[src/rtl/convolution_coprocessor_stream_mux.sv]
// convolution_coprocessor_stream_mux
// Purpose: N-channel packet stream selector feeding the MAC pipeline. One input
// channel is granted (explicit select or round-robin) and held until its last beat.
// Accepted beats land in a single registered output slot.
// Ports:
//   clk, rst                 clock, synchronous active-high reset
//   mode_rr, sel             arbitration mode / explicit channel (sampled in IDLE)
//   in_data/valid/last       flattened per-channel input streams
//   in_ready                 per-channel accept (combinational from state/out_ready)
//   out_data/valid/last/ch   registered output beat and its source channel
//   out_ready                downstream accept
//   busy                     high while a channel is locked
//   err_sel                  one-cycle flag for an out-of-range explicit select
module convolution_coprocessor_stream_mux #(
    parameter int unsigned DATA_WIDTH = 16,
    parameter int unsigned N_CH       = 4,
    localparam int unsigned SEL_W     = $clog2(N_CH)
) (
    input  logic                       clk,
    input  logic                       rst,
    input  logic                       mode_rr,
    input  logic [SEL_W-1:0]           sel,
    input  logic [N_CH*DATA_WIDTH-1:0] in_data,
    input  logic [N_CH-1:0]            in_valid,
    input  logic [N_CH-1:0]            in_last,
    output logic [N_CH-1:0]            in_ready,
    output logic [DATA_WIDTH-1:0]      out_data,
    output logic                       out_valid,
    output logic                       out_last,
    input  logic                       out_ready,
    output logic [SEL_W-1:0]           out_ch,
    output logic                       busy,
    output logic                       err_sel
);

    typedef enum logic [0:0] {
        IDLE = 1'b0,
        LOCK = 1'b1
    } state_t;

    state_t           state_q, state_d;
    logic [SEL_W-1:0] cur_q, cur_d;
    logic [SEL_W-1:0] rr_ptr_q, rr_ptr_d;

    logic [DATA_WIDTH-1:0] cur_data_c;
    logic                  cur_valid_c;
    logic                  cur_last_c;
    logic                  space_c;
    logic                  accept_c;
    logic                  sel_bad_c;
    logic                  sel_valid_c;
    logic                  rr_found_c;
    logic [SEL_W-1:0]      rr_pick_c;

    // Mux the locked channel's beat out of the flattened inputs
    always_comb begin
        cur_data_c  = '0;
        cur_valid_c = 1'b0;
        cur_last_c  = 1'b0;
        for (int i = 0; i < int'(N_CH); i++) begin
            if (cur_q == SEL_W'(i)) begin
                cur_data_c  = in_data[i*DATA_WIDTH +: DATA_WIDTH];
                cur_valid_c = in_valid[i];
                cur_last_c  = in_last[i];
            end
        end
    end

    // Explicit select: range check and requested channel's valid
    always_comb begin
        sel_bad_c   = ({1'b0, sel} >= (SEL_W+1)'(N_CH));
        sel_valid_c = 1'b0;
        for (int i = 0; i < int'(N_CH); i++) begin
            if (sel == SEL_W'(i)) begin
                sel_valid_c = in_valid[i];
            end
        end
    end

    // Round-robin pick: lowest valid channel at/after rr_ptr, else lowest valid overall
    always_comb begin
        rr_found_c = 1'b0;
        rr_pick_c  = '0;
        for (int i = int'(N_CH) - 1; i >= 0; i--) begin
            if (in_valid[i]) begin
                rr_found_c = 1'b1;
                rr_pick_c  = SEL_W'(i);
            end
        end
        for (int i = int'(N_CH) - 1; i >= 0; i--) begin
            if (in_valid[i] && (SEL_W'(i) >= rr_ptr_q)) begin
                rr_pick_c = SEL_W'(i);
            end
        end
    end

    // Output slot has room when empty or draining this cycle
    assign space_c  = ~out_valid | out_ready;
    assign accept_c = (state_q == LOCK) & cur_valid_c & space_c;
    assign busy     = (state_q == LOCK);

    // FSM state register
    always_ff @(posedge clk) begin
        if (rst) begin
            state_q  <= IDLE;
            cur_q    <= '0;
            rr_ptr_q <= '0;
        end else begin
            state_q  <= state_d;
            cur_q    <= cur_d;
            rr_ptr_q <= rr_ptr_d;
        end
    end

    // FSM next-state, grant and per-channel ready
    always_comb begin
        state_d  = state_q;
        cur_d    = cur_q;
        rr_ptr_d = rr_ptr_q;
        in_ready = '0;
        case (state_q)
            IDLE: begin
                if (!mode_rr) begin
                    if (!sel_bad_c && sel_valid_c) begin
                        cur_d   = sel;
                        state_d = LOCK;
                    end
                end else if (rr_found_c) begin
                    cur_d   = rr_pick_c;
                    state_d = LOCK;
                end
            end
            LOCK: begin
                for (int i = 0; i < int'(N_CH); i++) begin
                    if (space_c && (cur_q == SEL_W'(i))) begin
                        in_ready[i] = 1'b1;
                    end
                end
                if (accept_c && cur_last_c) begin
                    state_d  = IDLE;
                    rr_ptr_d = (cur_q == SEL_W'(N_CH - 1)) ? '0 : cur_q + SEL_W'(1);
                end
            end
            default: begin
                state_d = IDLE;
            end
        endcase
    end

    // Registered output slot; a new beat may replace a draining one in the same cycle
    always_ff @(posedge clk) begin
        if (rst) begin
            out_valid <= 1'b0;
            out_data  <= '0;
            out_last  <= 1'b0;
            out_ch    <= '0;
            err_sel   <= 1'b0;
        end else begin
            err_sel <= (state_q == IDLE) & ~mode_rr & sel_bad_c;
            if (accept_c) begin
                out_valid <= 1'b1;
                out_data  <= cur_data_c;
                out_last  <= cur_last_c;
                out_ch    <= cur_q;
            end else if (out_ready) begin
                out_valid <= 1'b0;
            end
        end
    end

endmodule
[config.mk]
export PLATFORM = sky130hd
export DESIGN_NAME = convolution_coprocessor_stream_mux
export DESIGN_NICKNAME = d
export VERILOG_FILES = /design/src/rtl/convolution_coprocessor_stream_mux.sv
export SDC_FILE = /design/constraint.sdc
export NUM_CORES = 1
export LEC_CHECK = 0
export ABC_AREA = 1
export CAP_MARGIN = 20
export CORE_MARGIN = 2
export CORE_UTILIZATION = 38
export DETAILED_ROUTE_END_ITERATION = 12
export PLACE_DENSITY = 0.91
export SLEW_MARGIN = 25
export SYNTH_ARGS = -nofsm -noshare
export SYNTH_HDL_FRONTEND = slang
export SYNTH_SLANG_ARGS = --single-unit
[constraint.sdc]
create_clock -name clk -period 1.99 [get_ports clk]
set_input_delay 0.199 -clock clk [delete_from_list [all_inputs] [get_ports clk]]
set_output_delay 0.199 -clock clk [all_outputs]
set_load 0.01 [all_outputs]
# Word-level counts from Yosys, hierarchy flattened
# Index checks and enable logic that the tools add are counted.
totals:
  reg_bits: 25
  in_bits: 78
  output_inout_bits: 26
classes:
  add_sub_neg: 1
  magnitude_cmp: 4
  eq_ne: 7
  mux: 44
  n_bitwise: 5
  reduce_logical: 15
ops:
  columns: ["cell", "n"]
  rows:
  - ["2-to-1 mux 16 bit", 4]
  - ["2-to-1 mux 1 bit", 26]
  - ["2-to-1 mux 2 bit", 12]
  - ["logical AND 1 bit", 9]
  - ["equality test 2 bit (second input constant)", 4]
  - ["equality test 2 x 1 -> 1 bit (second input constant)", 2]
  - [">= comparator 1 x 2 -> 1 bit (first input constant)", 2]
  - [">= comparator 2 bit (first input constant)", 2]
  - ["logical NOT 2 bit", 2]
  - ["2-to-1 mux 4 bit", 1]
  - ["nonzero test 2 bit", 2]
  - ["AND reduction 3 bit", 1]
  - ["adder 2 x 1 -> 2 bit (second input constant)", 1]
  - ["bitwise AND 1 bit", 2]
  - ["inequality test 2 x 1 -> 1 bit (second input constant)", 1]
  - ["NOT 1 bit", 2]
  - ["case mux 1 bit (2 select lines)", 1]
  - ["AND reduction 2 bit", 1]
  - ["OR 1 bit", 1]

# Longest topological paths before layout
logic_depth:
  word_depth: 10
  depth_mapped: 11

# Worst setup path before layout
# Ideal clock, no wire load.
synth_timing:
  kind: "register to register"
  from: "register cur_q[0]"
  to: "register out_last"
  setup_ns: 0.114
  t_arrival_ns: 1.444
  required_ns: 1.876
  path_slack_ns: 0.433
  stages_incl_launch_ff: 11
  n_path_buf: 2
  cell_sequence: "dfxtp_1 -> inv_1 -> ha_1 -> buf_6 -> inv_4 -> nand3_2 -> nand2_2 -> nand3_4 -> buf_4 -> a21oi_1 -> nor2_1"
synth_between:
  elab_chain_cells: 7
  word_cells_on_any_way: 14
  cone_classes: "3 x eq/ne; 8 x mux; 2 x bitwise; 1 x reduce/logical"
synth_rtl:
  columns: ["element", "line", "rtl"]
  rows:
  - ["from (decl)", "42", "logic [SEL_W-1:0] cur_q, cur_d;"]
  - ["from (signal assigned)", "110", "cur_q <= cur_d;"]
  - ["logical NOT 2 bit", "61", "if (cur_q == SEL_W'(i)) begin"]
  - ["2-to-1 mux 1 bit (4 in series)", "61", null]
  - ["bitwise AND 1 bit (2 in series)", "99", "assign accept_c = (state_q == LOCK) & cur_valid_c & space_c;"]
  - ["to (signal assigned)", "163", "out_last <= cur_last_c;"]
  - ["to (decl)", "29", "output logic out_last,"]
# Parallel ways exist; a longest one is shown, timed or not.
# A chain may end at the register's enable or synchronous reset.

# Worst setup path in the final report
layout_timing:
  from: "register cur_q[1]"
  to: "output in_ready[3]"
layout_between:
  elab_chain_cells: 4
layout_rtl:
  columns: ["element", "line", "rtl"]
  rows:
  - ["equality test 2 bit", "135", "if (space_c && (cur_q == SEL_W'(i))) begin"]
  - ["logical AND 1 bit", "135", null]
  - ["2-to-1 mux 1 bit", "135", null]
  - ["2-to-1 mux 4 bit", "121", "case (state_q)"]
  - ["to (decl)", "26", "output logic [N_CH-1:0] in_ready,"]
# No other way between the ends.

==> results.txt <==
----------------------------------------------------
[Global routing]
  Tot GR Track Use ... 0.224
  Total gr overflow ... 0
  Number of antenna violations at the first check in global routing ... 0
  Vias in the first global route ... 2115
  Pin count of the biggest net entering global routing ... 23
  Wire length of the first global-routing pass ... 9180 um

[Detailed routing]
  Antenna viol nets, final ... 0
  Wire per inst ... 13.4 um
  Overall via count from detail_route ... between 2000 and 2500
  Pre-antenna DRT Iters ... 4
  Via density per instance ... 5.13
  Total wire length after detailed routing ... 5760 um
  Total DRC errors in the routed layout ... 0
  Iter 0 DRT Violations ... 111

[Final layout]
  Most used cells in the layout excluding fill and tap cells ... 99 x clkdlybuf4s50_1, 71 x nand2_1, 45 x nor2_1, 37 x o21ai_0, 27 x a21oi_1
  Count of inserted antenna diode cells ... 0
  Fraction of final layout cells sized beyond drive strength 1 ... 0.0608
  Layout-stage area growth over the synthesis result ... 62.8%
  Post-route design area ... roughly 0.0028 sq mm
  Nets@finish ... 461
  Most common cell after layout, fill and taps aside ... clkdlybuf4s50_1

[Clocking]
  Setup fix buffers added after clock tree synthesis ... 0
  Clock Path Buffers ... 2
  Worst skew pair latency ... 270 ps
  TritonCTS clock tree ... built
  Clock buffers created by TritonCTS ... 3
  H-tree levels ... 1
  Clk Tree Root Cell ... clkbuf_8
  Clock transition at the register clock pins on the worst setup and hold paths after CTS ... about 80 ps
  Post-cts hold buffer count ... 0
  Number of sinks driven by the clock tree ... 25

[Critical path]
  Req. time, crit path ... ~1800 ps
  Worst-path fanout max ... 5
  Launching element type of the critical path ... register
  Origin of the critical flop-to-flop path ... cur_q[0]
  Register-to-Register Setup Slack ... 140 ps
  Endpoint type of the worst setup path ... primary output
  Worst Setup Path Type ... reg -> out
  Endpoint arrival time on the critical path ... 1700 ps
  Register-to-Register Path Depth ... 9
  Endpoint of the worst register-to-register path ... out_last

[Hold path]
  Start point of the worst hold path ... out_ch[1]
  Hold WC Path Type ... reg -> reg
  Number of cells on the worst hold path ... 2
  Worst min-delay path endpoint ... out_ch[1]

[Pwr]
  Total power of the final layout ... 1.73 mW
  Leakage power figure ... between 1 and 1.5 nW
  Power Density ... 613 mW/mm^2
  Worst VDD drop ... between 0.4 and 0.5 mV

[Synthesis]
  Seq/Total Area, Yosys ... 0.289
  Area of the mapped netlist ... 0.00173 sq mm
  Mean instance size in the synthesized netlist ... 6.16 sq um
  Count of flip-flops with a built-in enable after synthesis ... 0
  Count of state elements after synthesis ... 25
  Main synth FF type ... dfxtp_1
  Async set-reset flop share out of synthesis ... 0
  Count of mapped cells out of synthesis ... 281
  Yosys synthesis warning count ... 0
  Synth cell types ... 28
  Post-synthesis net count ... 363

[Die]
  FP Rows ... 24
  Floorplan die width ... 71.5 um
  Area enclosed by the die boundary ... 0.00511 sq mm
  Area of the core ... 0.00438 sq mm
  Die height ... 71.5 um
  Initial Util ... 0.395
  Total I/O pin count ... 104

[Timing]
  Final setup vio count ... 0
  Hold violation count in the final report ... 0
  Post-layout min period ... 1900 ps
  Slew Viols, Final ... 0
  Crit share post-route ... 0.954
  Final Skew ... 1.65 ps
  Final worst slack ... 91.5 ps
  Hold Slack ... 475 ps
  Highest achievable clock rate ... 527 MHz

[Placement]
  Post-DP HPWL ... 4510 um
  Worst slack, placed ... around 170 ps
  Number of port buffers ... 102
  Final weighted congestion of routability-driven global placement ... between 0.9 and 1
  Placed Area ... 0.00277 sq mm

[Run]
  Max-capacitance violation count ... 0

[Run status]
  Run status ... complete, no violations

----------------------------------------------------
cell families after synthesis:
| family | count (synthesis) | share of synthesized area |
|---|---|---|
| other cells | 1 | 0.00217 |
| buf+inv | 34 | 0.106 |
| simple gates | 130 | 0.315 |
| fa+ha+maj | 4 | 0.0289 |
| compound gates | 87 | 0.260 |
| flops | 25 | 0.289 |
cell usage after synthesis (2+ instances only):
| master | count | area share |
|---|---|---|
| a21oi_1 | 27 | 0.078 |
| a21oi_2 | 2 | 0.010 |
| buf_2 | 4 | 0.012 |
| buf_4 | 3 | 0.013 |
| buf_6 | 3 | 0.020 |
| clkbuf_1 | 4 | 0.0087 |
| dfxtp_1 | 25 | 0.29 |
| ha_1 | 4 | 0.029 |
| inv_1 | 17 | 0.037 |
| inv_4 | 2 | 0.0072 |
| nand2_1 | 71 | 0.15 |
| nand2_2 | 2 | 0.0072 |
| nand3_1 | 3 | 0.0087 |
| nor2_1 | 45 | 0.098 |
| nor3_1 | 3 | 0.0087 |
| o21ai_0 | 37 | 0.11 |
| o21ai_1 | 18 | 0.052 |
what timing repair did:
action                                  in CTS  in global routing
endpoints found under the hold margin        0                  0
resized for setup                            5                  1
pin swaps                                    0                  0
gates cloned                                 0                  0
endpoints found under the setup margin       3                  1
cell type report:
| class | count | area (sq um) |
|---|---|---|
| clock buffers | 3 | 41.3 |
| clock inverters | 1 | 5.00 |
| fillers | 385 | 1570 |
| inverters | 19 | 76.3 |
| multi-input cells | 222 | 1050 |
| flip-flops and latches | 25 | 500 |
| well taps | 52 | 65.1 |
| repair buffers | 108 | 1070 |
where the power goes:
part / internal [mW] / switching [mW]
sequential: 0.562 / 0.0378
combinational: 0.408 / 0.419
clock: 0.140 / 0.161
registers in the layout, summed over array words and instances (netlist names):
register / flops
busy: 1
cur_q: 2
out_ch: 2
out_data: 16
out_last: 1
out_valid: 1
rr_ptr_q: 2
worst max-delay path by stage:
stage	startpoint	endpoint	slack (ps)
final	cur_q[1]	in_ready[3]	90
after global routing	cur_q[0]	rr_ptr_q[1]	-30
after CTS	cur_q[0]	in_ready[3]	50
after detailed placement	cur_q[1]	in_ready[1]	170
after global placement	cur_q[1]	in_ready[1]	190
after floorplan	cur_q[0]	out_last	430
worst max-delay path: stages, from the launching register on:
cell,delay [ps]
dfxtp_1,430
ha_2,290
nand2_1,60
nor2_1,110
clkdlybuf4s50_1,540
routing by layer:
layer	vias to the layer above	GRT usage	wire length, um
met2	114	0.401	2770
li1	1111	-	-
met3	14	0.0549	638
met5	-	0	0
met4	0	0.0734	139
met1	965	0.262	2210
metrics by stage:
stage | TNS (ps) | utilization | std cells
detailed placement | 0 | 0.631 | 426
floorplan | 0 | - | 281
CTS | 0 | 0.642 | 430
global route | -46.4 | 0.643 | 430
global placement | 0 | 0.631 | 426
finish | 0 | 0.643 | 430
Power figures use the tool's default switching activity.
==> RTL change (config.mk and constraints unchanged) <==
Set the parameter `DATA_WIDTH` to 32 (it was 16).
--- a/src/rtl/convolution_coprocessor_stream_mux.sv
+++ b/src/rtl/convolution_coprocessor_stream_mux.sv
@@ -12,7 +12,7 @@
 //   busy                     high while a channel is locked
 //   err_sel                  one-cycle flag for an out-of-range explicit select
 module convolution_coprocessor_stream_mux #(
-    parameter int unsigned DATA_WIDTH = 16,
+    parameter int unsigned DATA_WIDTH = 32,
     parameter int unsigned N_CH       = 4,
     localparam int unsigned SEL_W     = $clog2(N_CH)
 ) (
Ports: changed (resized in_data and out_data); port bits go from 104 to 184. No check against the original RTL was run, so the function may have changed too.
==> RTL change against the original RTL <==
  * Synthesized cell count increased by 64%
  * Synthesized area increased by 59%
  * Largest cell class unchanged
  * Wire length increased by 91%
  * Cell count increased by 71%
  * Non-clock buffer count increased by 95
  * Total power increased by 73%
  * Via count increased by 72%
  * Highest routed layer unchanged
  * Sequential cell count increased by 16
  * Setup slack got worse by 26 ps
  * Critical path type unchanged
  * Final area increased by 71%
  * First-iteration DRC count increased by 40%
==> RTL change: results (changes against the original RTL) <==
| Metric | Value |
|---|---|
| # clk buffers | 6 (+3) |
| TAP cells | 96 (+85%) |
| Switch share | 36.2% (+0.46 points) |
| DR vias | 3786 (+72%) |
| FF-to-FF Start | cur_q[1]$_SDFFE_PP0P_ |
| Synth top area cells | dfxtp_1, nand2_1, o21ai_0, a21oi_1, nor2_1 |
| Hpwl dp | 8.37 mm (+86%) |
| Sequential share of the synthesized area | 29.9% (+0.95 points) |
| Invs w/o clock | 20 (+1) |
| Max FFs per register | 32 (+16) |
| Fraction of area in multi-input gates | 35.3% (-2.1 points) |
| Distinct cells, synth | 25 (-11%) |
| Crit-path max cell delay | 420 ps (-120 ps) |
| Clock group power | 0.000537 W (+78%) |
| P_seq | 0.000977 W (+63%) |
| Placed insts | 725 (+70%) |
| Worst vdd ir | 0.000282 V (-31%) |
| Most instantiated cells after synthesis | nand2_1, nor2_1, o21ai_0, a21oi_1, dfxtp_1 |
| Final #Nets | 784 (+70%) |
| Vias in the first global route | 3537 (+67%) |
| Iter 0 DRT Violations | 155 (+40%) |
| FF/Latch Area | 825 um2 (+65%) |
| Net Count, Synth | 606 (+67%) |
| Largest net degree at the start of global routing | 27 (+17%) |
| Final non-clock buffer share | 41.8% (+3.7 points) |
| Hold path start | out_data[4]$_SDFFE_PP0P_ |
| CP max FO | 4 (-1) |
| Hold Path End | out_data[4]$_SDFFE_PP0P_ |
| First-pass GRT wire length | 15.9 mm (+74%) |
| CTS Buf Count | 5 (+2) |
| Repair and plain buffers | 203 (+88%) |
| Status | finished, final reports clean |
| RR Endpoint | out_data[12]$_SDFFE_PP0P_ |
| I/O Buffers | 182 (+78%) |
| Dpl ws | 60.1 ps (-110 ps) |
| Final GP Congestion | 0.973 (+8.1%) |
| Clock Latency Late Sink | 290 ps (+20 ps) |
-- RTL change: changes by cell type in the layout (fill, tap and decap cells not counted), moves of 3 or more --
| cell | change |
|---|---|
| clkdlybuf4s50_1 | +80 |
| inv_2 | +3 |
| o211ai_1 | +9 |
| nor2_1 | +25 |
| ha_2 | -3 |
| buf_4 | +13 |
| dfxtp_1 | +15 |
| o21ai_1 | -8 |
| a21oi_1 | +36 |
| o21ai_0 | +29 |
| nand2_1 | +58 |
| nor3_1 | -3 |
-- RTL change: timing repair --
action | 4_1_cts | 5_1_grt
gates resized for setup | 7 | 3
buffers inserted | 0 | 1
hold buffers | 0 | 0
cloned | 0 | 1
setup endpoints to repair | 3 | 24
pin swaps | 0 | 2
-- RTL change: worst max path at each step --
| stage | startpoint | to | cells past startpoint |
|---|---|---|---|
| global route | cur_q[1]$_SDFFE_PP0P_ | rr_ptr_q[1]$_SDFFE_PP0P_ | 12 |
| floorplan | cur_q[0]$_SDFFE_PP0P_ | out_data[0]$_SDFFE_PP0P_ | 11 |
| CTS | cur_q[1]$_SDFFE_PP0P_ | out_data[10]$_SDFFE_PP0P_ | 10 |
| detailed placement | cur_q[1]$_SDFFE_PP0P_ | out_data[21]$_SDFFE_PP0P_ | 9 |
| global placement | out_ready | in_ready[1] | 6 |
| finish | cur_q[1]$_SDFFE_PP0P_ | in_ready[0] | 5 |
-- RTL change: metal layers --
metal	part of all wire, %	track usage (%)	wire length, um
met1	38	28.9	4210
met2	52	46.9	5690
met3	6.1	4.16	672
met4	3.7	12.9	402
met5	0	0	0
-- RTL change: through the flow --
stage	total power (W)	hold slack (ps)
after floorplan	0.00172	423
after global placement	0.00235	453
after detailed placement	0.00240	455
after CTS	0.00294	467
after global routing	0.00316	491
final	0.00298	464
